## src/rtl/alu_sequencer.sv

```systemverilog
// alu_sequencer: hardwired Moore control unit sequencing fetch/execute of register-to-register ALU instructions.
module alu_sequencer #(
  parameter int NREGS = 16,
  parameter int CNT_W = 16
) (
  input  logic             clk,
  input  logic             clr,
  input  logic             run,
  input  logic             mem_ready,
  input  logic [31:0]      ir,
  output logic             pc_out,
  output logic             zlo_out,
  output logic             mdr_out,
  output logic             mar_enable,
  output logic             pc_enable,
  output logic             mdr_enable,
  output logic             ir_enable,
  output logic             y_enable,
  output logic             z_enable,
  output logic             pc_increment,
  output logic             read,
  output logic [4:0]       op_code,
  output logic [NREGS-1:0] r_in,
  output logic [NREGS-1:0] r_out,
  output logic             done,
  output logic             illegal,
  output logic             busy,
  output logic [CNT_W-1:0] instr_count
);
  typedef enum logic [2:0] {IDLE, T0, T1, T2, T3, T4, T5, FAULT} state_t;
  state_t state_q, state_d;
  logic [CNT_W-1:0] cnt_q;
  logic illegal_q;
  logic [4:0] opc;
  logic [3:0] ra, rb, rc;
  logic two_op, one_op, legal;
  assign opc = ir[31:27];
  assign ra = ir[26:23];
  assign rb = ir[22:19];
  assign rc = ir[18:15];
  assign two_op = (opc >= 5'd3) && (opc <= 5'd11);
  assign one_op = (opc == 5'd17) || (opc == 5'd18);
  assign legal = two_op || one_op;
  always_comb begin
    state_d = state_q;
    case (state_q)
      IDLE:    state_d = run ? T0 : IDLE;
      T0:      state_d = T1;
      T1:      state_d = mem_ready ? T2 : T1;
      T2:      state_d = T3;
      T3:      state_d = legal ? T4 : FAULT;
      T4:      state_d = T5;
      T5:      state_d = run ? T0 : IDLE;
      FAULT:   state_d = FAULT;
      default: state_d = IDLE;
    endcase
  end
  always_ff @(posedge clk or posedge clr) begin
    if (clr) begin
      state_q <= IDLE;
      cnt_q <= '0;
      illegal_q <= 1'b0;
    end else begin
      state_q <= state_d;
      if (state_q == T5) cnt_q <= cnt_q + 1'b1;
      if (state_q == T3 && !legal) illegal_q <= 1'b1;
    end
  end
  // IR fields are only trusted from T3 on, so every field-driven strobe is gated by state
  assign pc_out = state_q == T0;
  assign mar_enable = state_q == T0;
  assign pc_increment = state_q == T0;
  assign z_enable = (state_q == T0) || (state_q == T4);
  assign zlo_out = (state_q == T1) || (state_q == T5);
  assign pc_enable = state_q == T1;
  assign read = state_q == T1;
  assign mdr_enable = state_q == T1;
  assign mdr_out = state_q == T2;
  assign ir_enable = state_q == T2;
  assign y_enable = (state_q == T3) && two_op;
  assign op_code = (state_q == T4) ? opc : 5'd0;
  assign r_out = ((state_q == T3) && two_op) ? NREGS'(1) << rb :
                 (state_q == T4) ? NREGS'(1) << (two_op ? rc : rb) : '0;
  assign r_in = (state_q == T5) ? NREGS'(1) << ra : '0;
  assign done = state_q == T5;
  assign busy = (state_q != IDLE) && (state_q != FAULT);
  assign illegal = illegal_q;
  assign instr_count = cnt_q;
endmodule

```

## config.mk

```make
export PLATFORM = sky130hd
export DESIGN_NAME = alu_sequencer
export DESIGN_NICKNAME = d
export VERILOG_FILES = /design/src/rtl/alu_sequencer.sv
export SDC_FILE = /design/constraint.sdc
export NUM_CORES = 1
export LEC_CHECK = 0
export CAP_MARGIN = 30
export CORE_MARGIN = 4
export CORE_UTILIZATION = 35
export CTS_BUF_LIST = sky130_fd_sc_hd__clkbuf_16
export DETAILED_ROUTE_END_ITERATION = 8
export MAX_ROUTING_LAYER = met4
export PLACE_DENSITY_LB_ADDON = 0.25
export SYNTH_ARGS = -nofsm -noshare
export SYNTH_HDL_FRONTEND = slang
export SYNTH_SLANG_ARGS = --single-unit
```

## constraint.sdc

```tcl
create_clock -name clk -period 1.9 [get_ports clk]
set_input_delay 0.38 -clock clk [delete_from_list [all_inputs] [get_ports clk]]
set_output_delay 0.38 -clock clk [all_outputs]
set_load 0.01 [all_outputs]
```

* Word level (Yosys, flattened, before mapping) *
Index checks and enable logic that the tools add are counted.

operators by class
  $add $sub $neg = 1
  magnitude comparators = 2
  eq/ne operators = 10
  shifts and indexed selects = 3
  mux-type cells = 9
  reductions and logical operators = 12

operators with widths
  operator                                                         number
  two-way mux 16 bit                                               3
  left shift 1 x 4 -> 16 bit (first input constant)                3
  case mux 3 bit (7 select lines)                                  1
  adder 16 x 1 -> 16 bit (second input constant)                   1
  equality test 3 bit (second input constant)                      4
  equality test 5 bit (second input constant)                      2
  equality test 3 x 2 -> 1 bit (second input constant)             2
  >= comparator 5 x 2 -> 1 bit (second input constant)             1
  less-or-equal comparator 5 x 4 -> 1 bit (second input constant)  1
  two-way mux 5 bit                                                1
  logical AND 1 bit                                                4
  logical OR 1 bit                                                 4
  two-way mux 4 bit                                                1
  equality test 3 x 1 -> 1 bit (second input constant)             1
  logical NOT 3 bit                                                1
  != test 3 bit (second input constant)                            1
  nonzero test 3 bit                                               1
  two-way mux 1 bit                                                2
  two-way mux 2 bit                                                1
  OR reduction 2 bit                                               1
  logical NOT 1 bit                                                1

word-level totals
  register bits = 20
  input bits = 36
  output and inout port bits = 67
  logic and storage cells = 40

* Depth between registers and ports, before layout *
Gate-level depths: netlist of run 1.

  depth after elaboration = 6
  mapped depth = 6
  depth with buffers taken out = 5

* Least setup slack after synthesis of run 1 *
No wires, ideal clock.

  kind = flip-flop to output port
  start point = register state_q[0]
  end point = output port r_in[0]
  arrival = 1,412 ps
  required time = 1,520 ps
  setup slack = 108 ps
  cell stages (with the launch flop) = 5
  path buffers = 1
  cells stage by stage = dfrtp_1 -> buf_2 -> nand3b_1 -> or3_1 -> nor3_1

on the way
  cells in the longest elaborated chain, start to end = 2

ends and longest elaborated chain
  item                    RTL line  text
  from (decl)             31        state_t state_q, state_d;
  from (signal assigned)  64        state_q <= state_d;
  equality test 3 bit     84        assign r_in = (state_q == T5) ? NREGS'(1) << ra : '0;
  two-way mux 16 bit      84
  to (decl)               23        output logic [NREGS-1:0] r_in,

Every way passes these cells.

* Worst setup path after layout of run 1 *
  start point = register state_q[0]
  end point = output port r_out[9]

on the way
  cells in the longest elaborated chain, start to end = 3
  elaborated cells between the ends (all ways) = 5
  classes of those cells = eq/ne (2); mux (2); reduce/logical (1)

ends and longest elaborated chain
  item                                                     RTL line  text
  equality test 3 bit (on tied branches)                   83, 82
  two-way mux 16 bit or logical AND 1 bit (tied branches)  83, 82
  two-way mux 16 bit (*)                                   82        assign r_out = ((state_q == T3) && two_op) ? NREGS'(1) << rb :
  to (decl)                                                24        output logic [NREGS-1:0] r_out,

Mark *: on every way between the ends. The rest lies on a longest branch, timed or not.

==> results.cfg, run 1 <==
[final_layout]
drive_gt1_frac = 0.480
antenna_cells = 0
utilization = 0.695
nNetsFinal = 336
nFillCells = 324
fin_cells = 348
area_growth_pct = 90.5

[flow_run]
cap_viol_max_count = 0

[sta]
period_share = 1.08
tightest_slew_ns = 0.393
setup_viol = 24
rsz0062_at_grt = yes
maxSlewViolCount = 0
layout_setup_ws_ns = -0.160
timing.hold.ws_ns = 0.464
relSlewSlack = 0.737
timing.fmax_mhz = 485
clock_skew_ns = 0.00251
finalCriticalPeriod_ns = 2.06
hold_viol = 0

[detailed_routing]
avgViaCountPerCell = 5.35
final_antenna_net_count = 0
vias = 1861
dr.pass1.iters = 4
wl_per_cell_um = 15.5
drc = 0
wirelength_um = 5400
drtIter0Drc = 35

[place]
place.gp.congestion = 0.928
dp_cells = 335
io_buffer_count = 87
dp_hpwl_um = 3940
place_ws_ns = -0.975

[global_route]
track_usage = 0.205
grt_max_degree = 21
grt_overflow = 0
antenna_found_initial = 0
grt_pass1_vias = 1867
grt_pass1_wl_um = 8630

[clock_network]
path_clk_slew_ns = 0.05
cts_tree = built
cts-buffers-inserted = 3
cts_sinks = 20
cts_max_level = 1
hold_buffers = 0
cts_root_buf = clkbuf_16
clock_latency_ns = 0.25
clock_path_buffers = 2

[yosys]
async_flop_share = 1.00
synth_flop_cell = dfrtp_1
synth_top_area_frac = 0.338
synth_edf_count = 0
yosys_warnings = 0
postSynthCellCount = 176
synthTopCellsByArea = dfrtp_1 34%, xnor2_1 7.1%, nor2_1 5.6%, o22ai_1 5.5%, nand3b_1 4.1%
yosysTopAreaCell = dfrtp_1
ys_seq_area_frac = 0.338
syn_area_per_cell_sq_um = 8.41
yosysMostFrequentCell = nor2_1
syn_nets = 213
ys_ff_latch = 20
yosysUniqueCellTypes = 38
syn-cell-area_sq_mm = 0.00148
synth_common_cells = 22 x nor2_1, 20 x dfrtp_1, 13 x nand2_1, 13 x o22ai_1, 12 x xnor2_1

[critical_path]
worst_ep_required_time_ns = 1.52
cp_num_buf_inv = 4
critPathLaunchType = flip-flop
cp_common_cell = buf_6
path_delay_family = buffers and inverters
max_stage_delay_ns = 0.40
cp-end-kind = output port
crit_path_max_fanout = 5
crit_slowest_cell = dfrtp_1
crit_type = flip-flop to output port
critical_path_arrival_ns = 1.68
path_cells = buf_6, buf_6, and3b_1, mux2i_1, buf_4, o22ai_1, buf_2

[floorplan]
boundaryPins = 103
start_util = 0.365
row_count = 23
die_x_um = 73.0
die_height_um = 73.0
core-area_sq_mm = 0.00406
die_area_sq_mm = 0.00533

[run_status]
outcome = finished with violations
violations = negative setup slack

[pwr]
p_leak_uw = 0.00130
p_total_uw = 2650
ir_drop_mv = 0.761
p_per_area_mw_per_mm2 = 939

[min_path]
hold_path_class = input pin to async pin
## layout by cell type (no fill, tap or decap), drive strengths merged, types with 4 or more instances in the layout
| cell | n |
|---|---|
| xor2 | 5 |
| dlygate4sd2 | 13 |
| xnor2 | 12 |
| nand3 | 10 |
| and3 | 10 |
| o32ai | 4 |
| nor2 | 22 |
| nand2 | 13 |
| inv | 4 |
| o22ai | 13 |
| clkbuf | 8 |
| nand3b | 8 |
| clkdlybuf4s50 | 24 |
| buf | 84 |
| nand4 | 4 |
| nand2b | 4 |
| dfrtp | 20 |
| nor3 | 6 |
## metal layers
layer  track usage  wire (um)  up-vias
met5             -          0        -
met4        0.0451        104        0
met3        0.0455        442       10
met2         0.344       2630       85
met1         0.251       2220      886
li1              -          -      880
## stage by stage
step	cell area [sq um]	setup TNS [ns]
3_5_place_dp	2590	-22.56
4_1_cts	2730	-1.42
3_3_place_gp	2590	-20.97
6_report	2820	-1.65
2_1_floorplan	1480	0
5_1_grt	2820	-3.73
## registers in the layout (all words and copies together) (netlist names), named ones only
| register | flops |
|---|---|
| instr_count | 16 |
| state_q | 2 |
| illegal | 1 |
## final timing paths
kind                                              from                          end  slack, ns  depth (start not counted)
setup / recovery                  state_q[0]$_DFF_PP0_                     r_out[9]      -0.16                          7
hold / removal                                     clr   instr_count[5]$_DFFE_PP0P_       0.46                          3
setup reg to reg                  state_q[0]$_DFF_PP0_   instr_count[9]$_DFFE_PP0P_       0.18                          6
hold reg to reg            instr_count[15]$_DFFE_PP0P_  instr_count[15]$_DFFE_PP0P_       0.47                          1
max in group asynchronous                          clr                    async pin       1.21                          3
min in group clk                                ir[29]          illegal$_DFFE_PP0P_       0.47                          3
## area by class of cell
type / instances / area [sq um] / share of cell area
Timing Repair Buffer: 127 / 995 / 0.353
Clock inverter: 1 / 3.75 / 0.00133
Sequential cell: 20 / 503 / 0.178
Inverter: 4 / 15.0 / 0.00532
Tap cell: 50 / 62.6 / 0.0222
Clock buffer: 3 / 75.1 / 0.0266
Multi-Input combinational cell: 143 / 1170 / 0.413
## repair_timing
item                                    CTS  global route
pin swaps                                22            19
endpoints found under the setup margin   50            46
buffers inserted                         10             1
resized for setup                       244            43
## report_power, final
| group | leakage (uW) | switching, uW | internal (uW) |
|---|---|---|---|
| registers | 0.000260 | 113 | 523 |
| clock network | 0.0000385 | 146 | 280 |
| logic | 0.00100 | 763 | 822 |
| total | 0.00130 | 1020 | 1620 |
## tightest hold or removal path, cell delays in order
cell             delay, ns
clkdlybuf4s50_1       0.40
inv_1                 0.05
buf_4                 0.25
## cell families after synthesis
family          count (synthesis)  synth area share
xor+xnor                       17             0.101
buf+inv                        13            0.0465
fa+ha+maj                       1           0.00845
simple gates                   93             0.336
flops                          20             0.338
mux                             5            0.0355
compound gates                 27             0.134
Power figures use the tool's default switching activity.
==> inputs of run 2 (changes only) <==
==> constraint.sdc (replaced) <==
create_clock -name clk -period 2.1 [get_ports clk]
set_input_delay 0.42 -clock clk [delete_from_list [all_inputs] [get_ports clk]]
set_output_delay 0.42 -clock clk [all_outputs]
set_load 0.01 [all_outputs]
==> run 2 against run 1 <==
  * Combinational power is 20% lower
  * Via count shrank 3.9%
  * Clock-buffer cell count stayed put
  * Global-route usage down 1.3 points
  * Design area is 4.6% lower
  * First-iteration DRC count grew to 2.9 times the previous value
  * Sequential power shrank 9.9%
  * Sequential share of layout area increased by 0.77 points
  * Hold slack better by 0.0040 ns
  * The run still ends with negative setup slack left
  * Worst setup slack gained 0.16 ns
  * Largest power group unchanged
  * Non-clock buffer count fell by 5
  * Critical path type unchanged
==> results.cfg, run 2 (same netlist as run 1, synthesis figures left out) <==
[run_status]
outcome = finished with violations
violations = negative setup slack

[global_route]
grt_pass1_vias = 1705
grt_max_degree = 21
track_usage = 0.192
grt_overflow = 0
antenna_found_initial = 0
grt_pass1_wl_um = 7930

[detailed_routing]
wirelength_um = 5080
drc = 0
wl_per_cell_um = 14.8
wl_met3_um = 406
avgViaCountPerCell = 5.21
wl_met2_um = 2470
dr.pass1.iters = 4
final_antenna_net_count = 0
drtIter0Drc = 101
highest_layer = met4
vias = 1788
wl_met1_um = 2140

[sta]
tightest_slew_ns = 0.393
maxSlewViolCount = 0
tns_ns = -0.00290
hold_viol = 0
layout_setup_ws_ns = -0.00290
rsz0062_at_grt = yes
relSlewSlack = 0.737
period_share = 1.00
finalCriticalPeriod_ns = 2.10
timing.hold.ws_ns = 0.468
setup_viol = 1
timing.fmax_mhz = 476
clock_skew_ns = 0.00146

[clock_network]
cts_root_buf = clkbuf_16
clock_path_buffers = 2
cts_sinks = 20
cts_tree = built
cts-buffers-inserted = 3
hold_buffers = 0
path_clk_slew_ns = 0.05
cts_max_level = 1
clock_latency_ns = 0.25

[place]
dp_hpwl_um = 3750
io_buffer_count = 87
place_ws_ns = -0.835
place.gp.congestion = 0.943
dp_cells = 333

[floorplan]
die_height_um = 73.0
row_count = 23
boundaryPins = 103
die_x_um = 73.0
die_area_sq_mm = 0.00533
core-area_sq_mm = 0.00406
start_util = 0.365

[final_layout]
area_growth_pct = 81.7
largest_reg_flops = 16
nNetsFinal = 331
final_common_cell = buf_4
mostFrequentLayoutCells = 33 x buf_4, 27 x clkdlybuf4s50_1, 25 x buf_2, 23 x dlygate4sd2_1, 22 x nor2_1
drive_gt1_frac = 0.324
antenna_cells = 0
nFillCells = 343
fin_cells = 343

[pwr]
p_leak_uw = 0.00131
ir_drop_mv = 0.654
p_total_uw = 2350
p_per_area_mw_per_mm2 = 872

[flow_run]
cap_viol_max_count = 0

[critical_path]
r2r_cells = 7
r2r_start = state_q[0]$_DFF_PP0_
crit_path_max_fanout = 5
critPathLaunchType = flip-flop
critical_path_arrival_ns = 1.68
cp-end-kind = output port
crit_type = flip-flop to output port
worst_ep_required_time_ns = 1.68
startpoint = state_q[1]$_DFF_PP0_

[min_path]
hold_path_class = flip-flop to flip-flop
min_path_cells = 1
hp-start = illegal$_DFFE_PP0P_
-- run 2: cell count changes in the layout (fill, tap and decap cells not counted), moves of 3 or more --
cell | before | now
buf_4 | 30 | 33
o22ai_2 | 6 | 2
o22ai_1 | 7 | 11
nor2_2 | 6 | 0
buf_2 | 38 | 25
dlygate4sd2_1 | 13 | 23
nor2_1 | 13 | 22
clkdlybuf4s50_1 | 24 | 27
buf_6 | 14 | 4
nor2_4 | 3 | 0
-- run 2: final cells by class --
class / instances / area, sq um / area share
well taps: 50 / 62.6 / 0.0233
clock buffers: 3 / 75.1 / 0.0279
inverters: 4 / 15.0 / 0.00558
multi-input cells: 143 / 1030 / 0.384
repair buffers: 122 / 973 / 0.362
clock inverters: 1 / 30.0 / 0.0112
flip-flops and latches: 20 / 500 / 0.186
-- run 2: layer usage --
layer | GRT usage | vias to the layer above
met5 | - | -
met4 | 0.0389 | 0
met3 | 0.0427 | 10
met2 | 0.311 | 85
met1 | 0.246 | 824
li1 | - | 869
-- run 2: final timing paths --
| check | slack (ns) | to |
|---|---|---|
| min | 0.47 | illegal$_DFFE_PP0P_ |
| max reg2reg | 0.27 | instr_count[9]$_DFFE_PP0P_ |
| max | -0.003 | r_out[4] |
| min reg2reg | 0.47 | illegal$_DFFE_PP0P_ |
| max in group asynchronous | 1.41 | instr_count[5]$_DFFE_PP0P_ |
| min in group asynchronous | 0.49 | instr_count[13]$_DFFE_PP0P_ |
-- run 2: power breakdown --
| group | total (uW) | internal (uW) | leakage, uW | switching [uW] |
|---|---|---|---|---|
| Clock | 513 | 378 | 0.0000511 | 135 |
| Combinational | 1260 | 659 | 0.00100 | 601 |
| Sequential | 573 | 469 | 0.000262 | 103 |
-- run 2: metrics by stage --
step	instance area [sq um]	util
finish	2690	0.663
global route	2690	0.663
CTS	2620	0.646
detailed placement	2580	0.635
global placement	2580	0.635
floorplan	1480	-
-- run 2: what timing repair did --
item / in CTS / in global routing
pin swaps: 5 / 5
gates cloned: 0 / 0
resized for setup: 164 / 26
setup buffers: 5 / 1
endpoints found under the setup margin: 49 / 29
-- run 2: critical path: stages (launching register included) --
cell and delay, ns:
dfrtp_1 0.42, nand2b_1 0.19, or3_4 0.35, buf_4 0.16, o22ai_2 0.16, buf_2 0.15
==> inputs of run 3 (changes only) <==
--- a/config.mk
+++ b/config.mk
@@ -7,7 +7,7 @@
 export LEC_CHECK = 0
 export CAP_MARGIN = 30
 export CORE_MARGIN = 4
-export CORE_UTILIZATION = 35
+export CORE_UTILIZATION = 38
 export CTS_BUF_LIST = sky130_fd_sc_hd__clkbuf_16
 export DETAILED_ROUTE_END_ITERATION = 8
 export MAX_ROUTING_LAYER = met4
==> constraint.sdc (replaced) <==
create_clock -name clk -period 2.45 [get_ports clk]
set_input_delay 0.49 -clock clk [delete_from_list [all_inputs] [get_ports clk]]
set_output_delay 0.49 -clock clk [all_outputs]
set_load 0.01 [all_outputs]
==> run 3 against run 2 <==
  * The run now ends clean
  * Combinational power shrank 16%
  * Clock power shrank 36%
  * Core utilization grew 5.4 points
  * Clock skew grew 0.0019 ns
  * Via count shrank 2.0%
  * Cell count shrank 3.5%
  * First-iteration DRC count shrank 36%
==> results.cfg, run 3 (same netlist as run 1, synthesis figures left out) <==
[critical_path]
path_cells = clkdlybuf4s50_1, nand2b_1, nor2_1, clkdlybuf4s50_1
r2r_start = state_q[0]$_DFF_PP0_
critical_path_arrival_ns = 1.89
cp-end-kind = output port
cp_num_buf_inv = 2
crit_type = input pin to output port
r2r_setup_slack_ns = 0.81
worst_ep_required_time_ns = 1.96
crit_path_max_fanout = 7
path_delay_family = buffers and inverters
crit_slowest_cell = clkdlybuf4s50_1
cp_common_cell = clkdlybuf4s50_1
startpoint = ir[25]
max_stage_delay_ns = 0.54
critPathLaunchType = input pin

[sta]
relSlewSlack = 0.513
maxSlewViolCount = 0
rsz0062_at_grt = yes
finalCriticalPeriod_ns = 2.38
tightest_slew_ns = 0.730
period_share = 0.972
timing.fmax_mhz = 420
timing.hold.ws_ns = 0.470
clock_skew_ns = 0.00340
hold_viol = 0
setup_viol = 0

[pwr]
p_per_area_mw_per_mm2 = 712
ir_drop_mv = 0.444
p_leak_uw = 0.00128
p_total_uw = 1900

[clock_network]
clock_latency_ns = 0.25
path_clk_slew_ns = 0.05
cts_root_buf = clkbuf_16
clock_path_buffers = 2
cts_tree = built
cts_max_level = 1
cts_sinks = 20
cts-buffers-inserted = 3

[detailed_routing]
dr.pass1.iters = 4
vias = 1753
drc = 0
wl_per_cell_um = 14.6
drtIter0Drc = 65
wirelength_um = 4830
final_antenna_net_count = 0
avgViaCountPerCell = 5.30

[flow_run]
cap_viol_max_count = 0

[place]
dp_hpwl_um = 3770
place.gp.congestion = 0.886
io_buffer_count = 87

[floorplan]
die_area_sq_mm = 0.00496
core-area_sq_mm = 0.00372
boundaryPins = 103
start_util = 0.398
die_height_um = 70.4
die_x_um = 70.4
row_count = 22

[final_layout]
nNetsFinal = 321
drive_gt1_frac = 0.237
antenna_cells = 0
final_common_cell = clkdlybuf4s50_1
area_growth_pct = 80.1
largest_reg_flops = 16
mostFrequentLayoutCells = 50 x clkdlybuf4s50_1, 22 x nor2_1, 21 x buf_4, 18 x dfrtp_1, 16 x buf_2

[run_status]
outcome = finished, final reports clean

[global_route]
grt_pass1_vias = 1674
grt_pass1_wl_um = 7690
antenna_found_initial = 0
grt_max_degree = 21
track_usage = 0.192
grt_overflow = 0

[min_path]
hp-start = illegal$_DFFE_PP0P_
hold_path_class = flip-flop to flip-flop
## run 3: cell types whose count changed in the layout (fill, tap and decap cells not counted), moves of 4 or more
cell,change
clkbuf_2,-4
dlymetal6s2s_1,+5
clkdlybuf4s50_1,+23
dlygate4sd2_1,-13
buf_4,-12
buf_2,-9
## run 3: worst paths after layout
kind | end | depth (start not counted)
max reg2reg | instr_count[12]$_DFFE_PP0P_ | 6
max in group asynchronous | state_q[0]$_DFF_PP0_ | 2
min in group asynchronous | instr_count[11]$_DFFE_PP0P_ | 2
max | r_in[11] | 4
min | illegal$_DFFE_PP0P_ | 1
min reg2reg | illegal$_DFFE_PP0P_ | 1
## run 3: routing by layer
layer,wire [um],track usage
met1,2060,0.239
met3,371,0.0331
met5,0,-
met2,2360,0.319
met4,36,0.0574
## run 3: repair_timing
action	in CTS	in global routing
hold endpoints to repair	0	0
gates resized for setup	92	16
setup buffers	1	0
hold buffers	0	0
endpoints found under the setup margin	32	33
pin swaps	12	2
gates cloned	1	0
## run 3: power by group
| part | switching (uW) | internal [uW] | leakage, uW |
|---|---|---|---|
| Clock | 110 | 217 | 0.0000385 |
| Combinational | 489 | 569 | 0.000986 |
| Sequential | 106 | 406 | 0.000259 |
## run 3: stage by stage
stage / utilization / std cells / setup TNS (ns) / worst slack [ns] / cell area (sq um)
floorplan: - / 176 / 0 / 0.457 / 1480
global placement: 0.684 / 325 / -8.36 / -0.517 / 2540
detailed placement: 0.684 / 325 / -8.93 / -0.591 / 2540
CTS: 0.704 / 331 / 0 / 0.00675 / 2620
global route: 0.717 / 331 / -0.0156 / -0.0138 / 2670
finish: 0.717 / 331 / 0 / 0.0674 / 2670
## run 3: area by class of cell
class / count / area, sq um
multi-input cells: 143 / 981
flip-flops and latches: 20 / 503
well taps: 48 / 60.1
clock buffers: 3 / 75.1
repair buffers: 112 / 1030
inverters: 4 / 15.0
fillers: 296 / 1050
clock inverters: 1 / 3.75
